## src/rtl/systolic_ctrl_pkg.sv

```systemverilog
// Shared types and timing constants for the PE-array tile sequencer.
package systolic_ctrl_pkg;

  // Sequencer states, in the order a tile walks through them.
  typedef enum logic [2:0] {
    S_IDLE        = 3'd0,
    S_CLEAR       = 3'd1,
    S_LOAD_W      = 3'd2,
    S_W_SETTLE    = 3'd3,
    S_STREAM_WAIT = 3'd4,
    S_STREAM      = 3'd5,
    S_DRAIN       = 3'd6,
    S_DONE        = 3'd7
  } ctrl_state_e;

  // Default array geometry and reduction limit.
  localparam int N_DEFAULT     = 14;
  localparam int K_MAX_DEFAULT = 1024;

  // Phase lengths of the default 14x14 array.
  localparam int W_BEATS    = N_DEFAULT;
  localparam int SETTLE_CYC = N_DEFAULT;
  localparam int DRAIN_CYC  = 2 * N_DEFAULT - 2;

  // Weight rows streamed into column 0, one per accepted beat.
  function automatic int w_beats(input int n);
    return n;
  endfunction

  // Cycles for load_weight to ripple from column 0 to the last column.
  function automatic int settle_cycles(input int n);
    return n;
  endfunction

  // Cycles to flush the diagonal skew after the last activation vector.
  function automatic int drain_cycles(input int n);
    return 2 * n - 2;
  endfunction

  // The shared phase counter must hold both k_len-1 and the longest fixed phase.
  function automatic int ctr_width(input int kw, input int n);
    int phase_w;
    phase_w = $clog2(2 * n);
    return (kw > phase_w) ? kw : phase_w;
  endfunction

endpackage

```

## src/rtl/systolic_ctrl_phase_counter.sv

```systemverilog
// Loadable down-counter that times every sequencer phase.
// The owner loads (length-1) on phase entry and watches zero.
module phase_counter #(
  parameter int W = 11
) (
  input  logic         clk,
  input  logic         rst,
  input  logic         load,
  input  logic [W-1:0] load_val,
  input  logic         en,
  output logic         zero
);

  logic [W-1:0] count;

  // Load wins over decrement; the count parks at zero instead of wrapping.
  always_ff @(posedge clk) begin
    // NOTE: state registers use non-blocking assignments so every flop
    // samples pre-edge values, independent of block evaluation order.
    if (rst) begin
      count <= '0;
    end else if (load) begin
      count <= load_val;
    end else if (en && (count != '0)) begin
      count <= count - W'(1);
    end
  end

  assign zero = (count == '0);

endmodule

```

## src/rtl/systolic_ctrl.sv

```systemverilog
// Tile sequencer for the weight-stationary INT8 PE array: clear, load
// weights, settle, stream K activation vectors, drain the skew, done.
module systolic_ctrl
  import systolic_ctrl_pkg::*;
#(
  parameter int N     = N_DEFAULT,
  parameter int K_MAX = K_MAX_DEFAULT,
  parameter int KW    = $clog2(K_MAX + 1)
) (
  input  logic          clk,
  input  logic          rst,
  input  logic          start,
  input  logic [KW-1:0] k_len,
  input  logic          abort,
  input  logic          wgt_valid,
  output logic          wgt_ready,
  input  logic          act_valid,
  output logic          act_rd_en,
  output logic          pe_clr,
  output logic          pe_load_weight,
  output logic          pe_en,
  output logic          busy,
  output logic          done,
  output logic          err_zero_k,
  output logic          err_underflow
);

  localparam int CW = ctr_width(KW, N);

  // Counter reload values: every phase counts (length-1) down to zero.
  localparam logic [CW-1:0] LOAD_LAST   = CW'(w_beats(N) - 1);
  localparam logic [CW-1:0] SETTLE_LAST = CW'(settle_cycles(N) - 1);
  localparam logic [CW-1:0] DRAIN_LAST  = CW'(drain_cycles(N) - 1);

  ctrl_state_e   state;
  ctrl_state_e   next_state;
  logic [KW-1:0] k_len_q;
  logic [CW-1:0] k_last;
  logic          k_bad;
  logic          accept;
  logic          ctr_load;
  logic          ctr_en;
  logic [CW-1:0] ctr_val;
  logic          ctr_zero;

  // A zero or oversized reduction length skips the array entirely.
  assign k_bad  = (k_len == '0) || (k_len > KW'(K_MAX));
  assign accept = (state == S_IDLE) && start && !abort;
  assign k_last = CW'(k_len_q) - CW'(1);

  phase_counter #(
    .W (CW)
  ) u_phase_counter (
    .clk      (clk),
    .rst      (rst),
    .load     (ctr_load),
    .load_val (ctr_val),
    .en       (ctr_en),
    .zero     (ctr_zero)
  );

  // Next-state and counter control; abort overrides every state.
  always_comb begin
    // NOTE: every signal gets a default before the case so no path leaves
    // it unassigned, which would otherwise infer a latch.
    next_state = state;
    ctr_load   = 1'b0;
    ctr_val    = '0;
    ctr_en     = 1'b0;
    if (abort) begin
      next_state = S_IDLE;
      ctr_load   = 1'b1;
    end else begin
      case (state)
        S_IDLE: begin
          if (start) begin
            next_state = k_bad ? S_DONE : S_CLEAR;
          end
        end
        S_CLEAR: begin
          next_state = S_LOAD_W;
          ctr_load   = 1'b1;
          ctr_val    = LOAD_LAST;
        end
        S_LOAD_W: begin
          // Only accepted beats advance the count; a missing beat stalls.
          ctr_en = wgt_valid;
          if (wgt_valid && ctr_zero) begin
            next_state = S_W_SETTLE;
            ctr_load   = 1'b1;
            ctr_val    = SETTLE_LAST;
          end
        end
        S_W_SETTLE: begin
          ctr_en = 1'b1;
          if (ctr_zero) begin
            // Go straight to STREAM when activations are already waiting.
            next_state = act_valid ? S_STREAM : S_STREAM_WAIT;
            ctr_load   = 1'b1;
            ctr_val    = k_last;
          end
        end
        S_STREAM_WAIT: begin
          if (act_valid) begin
            next_state = S_STREAM;
            ctr_load   = 1'b1;
            ctr_val    = k_last;
          end
        end
        S_STREAM: begin
          // The activation pipeline is free-running, so this never stalls.
          ctr_en = 1'b1;
          if (ctr_zero) begin
            next_state = S_DRAIN;
            ctr_load   = 1'b1;
            ctr_val    = DRAIN_LAST;
          end
        end
        S_DRAIN: begin
          ctr_en = 1'b1;
          if (ctr_zero) begin
            next_state = S_DONE;
          end
        end
        S_DONE: begin
          next_state = S_IDLE;
        end
        default: begin
          next_state = S_IDLE;
        end
      endcase
    end
  end

  // State register.
  always_ff @(posedge clk) begin
    if (rst) begin
      state <= S_IDLE;
    end else begin
      state <= next_state;
    end
  end

  // Capture the reduction length of the accepted tile.
  always_ff @(posedge clk) begin
    if (rst) begin
      k_len_q <= '0;
    end else if (accept) begin
      k_len_q <= k_len;
    end
  end

  // Sticky error flags: cleared by an accepted start, kept through abort.
  always_ff @(posedge clk) begin
    if (rst) begin
      err_zero_k    <= 1'b0;
      err_underflow <= 1'b0;
    end else if (accept) begin
      err_zero_k    <= k_bad;
      err_underflow <= 1'b0;
    end else if (act_rd_en && !act_valid) begin
      err_underflow <= 1'b1;
    end
  end

  // PE control lines decode straight from state so the phases are exclusive.
  assign busy           = (state != S_IDLE);
  assign pe_clr         = (state == S_CLEAR);
  assign wgt_ready      = (state == S_LOAD_W);
  assign pe_load_weight = wgt_ready && wgt_valid;
  assign act_rd_en      = (state == S_STREAM);
  assign pe_en          = (state == S_STREAM) || (state == S_DRAIN);
  assign done           = (state == S_DONE);

endmodule

```

## config.mk

```make
export PLATFORM = sky130hd
export DESIGN_NAME = systolic_ctrl
export DESIGN_NICKNAME = d
export VERILOG_FILES = /design/src/rtl/systolic_ctrl_pkg.sv /design/src/rtl/systolic_ctrl_phase_counter.sv /design/src/rtl/systolic_ctrl.sv
export SDC_FILE = /design/constraint.sdc
export NUM_CORES = 1
export LEC_CHECK = 0
export CAP_MARGIN = 30
export CORE_MARGIN = 5
export CORE_UTILIZATION = 30
export CTS_CLUSTER_SIZE = 30
export DETAILED_ROUTE_END_ITERATION = 6
export GPL_ROUTABILITY_DRIVEN = 0
export PLACE_DENSITY = 0.6
export SLEW_MARGIN = 20
export SYNTH_ARGS = -nofsm -noshare
export SYNTH_HDL_FRONTEND = slang
export SYNTH_SLANG_ARGS = --single-unit
```

## constraint.sdc

```tcl
create_clock -name clk -period 4 [get_ports clk]
set_clock_uncertainty 0.2 [all_clocks]
set_input_delay 0.4 -clock clk [delete_from_list [all_inputs] [get_ports clk]]
set_output_delay 0.4 -clock clk [all_outputs]
set_load 0.01 [all_outputs]
```

==> Yosys cells after proc, flatten, opt, wreduce, memory -nomap -nowiden <==
Index checks and enable logic that the tools add are counted.
{ "op_classes": {"n_addsub": 2, "magnitude_cmp": 1, "eq_ne": 13, "n_mux": 24, "n_reduce_logical": 21} }
{ "ops": {"columns": ["op", "count"], "rows": [
  ["$mux 11", 5],
  ["$pmux 11 s5", 1],
  ["$pmux 3 s8", 1],
  ["$logic_not 11->1", 2],
  ["$sub 11x1->11 const B", 2],
  ["$mux 3", 7],
  ["$eq 3x3->1 const B", 4],
  ["$gt 11x11->1 const B", 1],
  ["$reduce_bool 11->1", 1],
  ["$ne 2x2->1 const B", 4],
  ["$eq 3x2->1 const B", 2],
  ["$logic_and 1x1->1", 6],
  ["$mux 1", 6],
  ["$reduce_and 6->1", 1],
  ["$reduce_or 2->1", 3],
  ["$mux 5", 1],
  ["$mux 4", 1],
  ["$ne 2x1->1 const B", 2],
  ["$pmux 1 s4", 1],
  ["$eq 3x1->1 const B", 1],
  ["$logic_not 3->1", 1],
  ["$reduce_bool 3->1", 1],
  ["$reduce_or 3->1", 1],
  ["$logic_not 1->1", 2],
  ["other kinds (3)", 4]
]} }
{ "word_totals": {"register_bits": 27, "in_bits": 17, "out_inout_bits": 9} }

==> Logic depth before layout (Yosys ltp) <==
{ "logic_depth": {"depth_word": 7, "depth_mapped": 10} }

==> Modules after synthesis <==
A second synthesis with hierarchy kept.
{ "unflattened": {"cells_unflattened": 246, "area_unflattened_um2": 1893.1} }
{ "by_module_without_submodules": {"columns": ["module", "instances", "cells_each", "area_per_inst_um2", "seq_area_each_um2"], "rows": [
  ["systolic_ctrl", 1, 169, 1218.7, 320.3],
  ["phase_counter", 1, 77, 674.4, 220.2]
]} }

==> Least setup slack after synthesis <==
Ideal clock, no wire load.
{ "synth_path": {"kind": "flip-flop to flip-flop", "startpoint": "register state[0]", "endpoint": "register u_phase_counter.count[5]", "setup_time_ns": 0.133, "t_arrival_ns": 2.125, "required_ns": 3.667, "path_slack_ns": 1.543, "stages_incl_launch_ff": 10, "path_buffers": 3, "synth_period_minus_slack_ns": 2.457, "path_cell_list": "dfxtp_1 > buf_2 > and3b_1 > clkbuf_1 > or2_2 > a211o_1 > or3_1 > buf_4 > o22ai_1 > nor3_1"} }
{ "synth_via": {"elab_chain_cells": 6, "elab_cells_between_ends": 17} }
{ "synth_rtl": {"columns": ["item", "line_no", "source"], "rows": [
  ["from (decl)", "systolic_ctrl.sv:35", "ctrl_state_e state;"],
  ["from (signal assigned)", "systolic_ctrl.sv:140", "state <= next_state;"],
  ["$eq 3x3->1 *", null, null],
  ["named net act_rd_en", "systolic_ctrl.sv:18", "output logic act_rd_en,"],
  ["$reduce_or 3->1 (no line)", null, null],
  ["$pmux 1 s2", "systolic_ctrl.sv:74", "case (state)"],
  ["$mux 1", "systolic_ctrl.sv:70", "if (abort) begin"],
  ["$logic_and 1x1->1", "systolic_ctrl_phase_counter.sv:24", "end else if (en && (count != '0)) begin"],
  ["$reduce_bool 2->1 (no line)", null, null],
  ["to (signal assigned)", "systolic_ctrl_phase_counter.sv:23", "count <= load_val;"],
  ["to (signal assigned)", "systolic_ctrl_phase_counter.sv:25", "count <= count - W'(1);"],
  ["to (decl)", "systolic_ctrl_phase_counter.sv:14", "logic [W-1:0] count;"]
]} }
Mark *: on every way through the listed nets, which the timed path passes. The rest lies on a longest branch.
A chain may end at the register's enable or synchronous reset.

==> Worst setup path after layout <==
{ "layout_path": {"startpoint": "register u_phase_counter.count[0]", "endpoint": "register u_phase_counter.count[5]"} }
{ "layout_via": {"elab_chain_cells": 6, "elab_cells_between_ends": 15} }
{ "layout_rtl": {"columns": ["item"], "rows": [
  ["parallel branches: the longest is 6 deep, another holds $sub 11x1->11"]
]} }
Parallel ways; which one is timed is not known. The select of a mux whose other input is x is not followed.

==> key figures <==
Timing
  – Setup TNS: 0 ns
  – Post-layout min period: ~2.8 ns
  – FMAX: 358 MHz
  – Max-slew violations: 0
  – RSZ-0062 raised after global routing: false
  – Final period util: 0.698
  – Final setup viols: 0
  – Final hold slack: 0.275 ns
  – Rel. slew slack: 0.485
  – Final hold vios: 0
  – Worst Tran Pin Value: 0.772 ns

Layout
  – Area delta synth->final: 20.2%
  – Register Area: roughly 540 um2
  – Fillers: roughly 630
  – Final nets: 281
  – Multi-input logic area: 1150 um2
  – Final core occ: 0.366
  – Ant. Diodes: 0
  – Share of post-route cells with drive strength above 1: 0.0700
  – Final non-filler cell total: ~330

Clock tree
  – H-tree Lvls: 1
  – Worst-Skew Late Latency: around 0.28 ns
  – Clock-pin slew on the worst setup and hold paths: 0.10 ns
  – Cts hold-fix bufs: 0
  – Max clock buf depth: 2
  – Sink Count: 27
  – CTS root buf: clkbuf_8
  – TritonCTS clock tree: done
  – CTS-repair resized insts: 0
  – Postcts setup bufs: 0
  – Num CTS Buffers: 3

Worst setup path
  – Crit path capture type: register
  – WP data arrival: 2.74 ns
  – Startpoint types: register
  – Crit-path max FO: 11
  – WP data required: 3.95 ns
  – Critical path class: register to register

Synthesis
  – Cell taking the most area after synthesis: dfxtp_1
  – Syn_nets: around 260
  – Top_reg_cell synth: dfxtp_1
  – Number of synthesized flops with an enable pin: 0
  – Yosys cell types: 44
  – Mapped cell area: 1780 um2
  – Synth top area share: 0.303
  – Post-Synthesis Cells: 238
  – Ys async rst share: 0
  – Sequential area share after synthesis: 0.303
  – Synth warnings: 0
  – Top cells by area, synth: dfxtp_1 30%, a21oi_1 7.0%, nand2_1 6.7%, nor3_1 5.6%, xor2_1 4.4%
  – Seq cells post-synth: 27
  – Mean Syn Cell Area: 7.49 um2

Power and ir drop
  – LEAKAGE: 0.774 nW
  – Pwr/cell area: 440 nW/um2
  – P_sw: 0.000380 W
  – Int Pwr: 0.000563 W
  – Peak supply drop: 0.153 mV
  – Clk pwr share: 0.176
  – Sw Ratio: 0.403
  – Logic pwr share: 0.458
  – Flop pwr share: 0.366

Detailed routing
  – Wire per inst: 13.4 um
  – Iteration-0 DRC Markers: 79
  – Post-DR vias/cell: 5.16
  – Vias: 1714
  – Post-route ant nets: 0
  – DRC: 0
  – TritonRoute pass-1 iters: 4
  – Detailed-route wire length: 4.43 mm

Floorplanning
  – Top Ports: 26
  – Chip width: a little under 90 um
  – Total Die Area: about 7600 um2
  – Die H: 87.1 um
  – Core ar.: just under 6000 um2
  – Initial Utilization: 0.305
  – Row count: 28

Run
  – Max Cap Viol: 0

Status
  – Status: finished, final reports clean

GRT
  – Grt total ovfl: 0
  – Total global-route track usage: 0.124
  – Largest net degree at the start of global routing: 17
  – Vias in the first global route: ~1700
  – First-pass GRT wire length: approximately 7.8 mm
  – Initial antenna violation count: 0

Min path
  – Min-delay worst type: register to register

Place
  – PortBufs: 25
  – Post-detail-place hpwl: ~3.4 mm
  – Inst Count DP: 328
-- cell usage after synthesis (3+ instances only) --
cell type  count
xnor2_1        7
o22ai_1        5
nand3_1        8
a211oi_1       3
or2_2          4
nor4_1         7
a32oi_1        3
nand2_1       32
clkbuf_1       7
inv_1          9
dfxtp_1       27
xor2_1         9
o21ai_0        6
buf_2          5
nor2_1        19
a21oi_1       25
nor3_1        20
ha_1           6
or4_1          3
nor3b_1        4
-- area by class of cell --
type	instances	share of cell area
Clock buffer	3	0.0193
Clock inverter	1	0.00350
Inverter	9	0.0158
Multi-Input combinational cell	188	0.536
Sequential cell	27	0.252
Tap cell	75	0.0438
Timing Repair Buffer	29	0.130
-- final timing paths --
check                                         startpoint                  endpoint  slack, ns  cells past startpoint
worst max-delay path            u_phase_counter.count[0]  u_phase_counter.count[5]       1.21                     10
worst min-delay path                         k_len_q[10]               k_len_q[10]       0.27                      2
worst max register to register  u_phase_counter.count[0]  u_phase_counter.count[5]       1.21                     10
worst min register to register               k_len_q[10]               k_len_q[10]       0.27                      2
-- placed cells by master (no fill, tap or decap), types with 2 or more instances in the layout --
cell | Yosys | routed
clkbuf_8 | 0 | 3
a211oi_1 | 3 | 3
a32oi_1 | 3 | 3
or4_1 | 3 | 3
o22ai_1 | 5 | 5
o41ai_1 | 2 | 2
or3_1 | 2 | 2
nand3_1 | 8 | 8
nor3_1 | 20 | 20
a2111oi_2 | 1 | 2
clkdlybuf4s50_1 | 0 | 25
nor3b_1 | 4 | 4
nor4_1 | 7 | 7
buf_4 | 2 | 3
o21ai_0 | 6 | 6
ha_1 | 6 | 6
xor2_1 | 9 | 9
nor2_1 | 19 | 19
nand2_1 | 32 | 32
a21o_1 | 2 | 2
xnor2_1 | 7 | 7
or2_2 | 4 | 4
a211o_1 | 2 | 2
dfxtp_1 | 27 | 27
inv_1 | 9 | 9
a21oi_1 | 25 | 25
-- stage by stage --
| step | total power (W) | setup WS, ns | cell area (um2) |
|---|---|---|---|
| after detailed placement | 0.000780 | 1.11 | 2090 |
| after global routing | 0.00102 | 0.962 | 2140 |
| after floorplan | 0.000666 | 1.54 | 1780 |
| after global placement | 0.000780 | 1.00 | 2090 |
| after CTS | 0.000945 | 1.20 | 2140 |
| final | 0.000943 | 1.21 | 2140 |
-- cell families after synthesis --
family / share of synthesized area
adder cells (fa/ha/maj): 0.0421
flip-flops: 0.303
AND/OR/NAND/NOR: 0.313
buffers and inverters: 0.0562
XOR/XNOR: 0.0787
multiplexers: 0.00562
AO/OA/AOI/OAI: 0.202
-- power by group through the flow --
stage | Combinational, W | Clock (W) | Sequential, W
2_1_floorplan | 0.000337 | 0 | 0.000329
5_1_grt | 0.000489 | 0.000177 | 0.000351
6_report | 0.000432 | 0.000166 | 0.000345
3_3_place_gp | 0.000430 | 0 | 0.000350
4_1_cts | 0.000433 | 0.000168 | 0.000344
3_5_place_dp | 0.000430 | 0 | 0.000350
-- sequential cells by signal, indices dropped and copies added (netlist names) --
| signal | flops |
|---|---|
| k_len_q | 11 |
| u_phase_counter.count | 11 |
| err_underflow | 1 |
| state | 3 |
| err_zero_k | 1 |
-- worst max-delay path: stages (launching register included) --
cell,delay (ns)
dfxtp_1,0.36
inv_1,0.09
ha_1,0.14
or4b_1,0.46
nor4_2,0.15
buf_4,0.21
a2111oi_2,0.07
buf_2,0.21
or3_1,0.47
o22ai_1,0.21
nor3_1,0.07
-- layer usage --
layer  part of all wire  vias to the layer above  track usage
met3              0.035                        7       0.0142
met4              0.013                        0       0.0411
met2               0.44                       35        0.190
li1                   -                      893            -
met5                  0                        -            0
met1               0.51                      779        0.180
No activity file was read; power rests on OpenSTA's default activity.
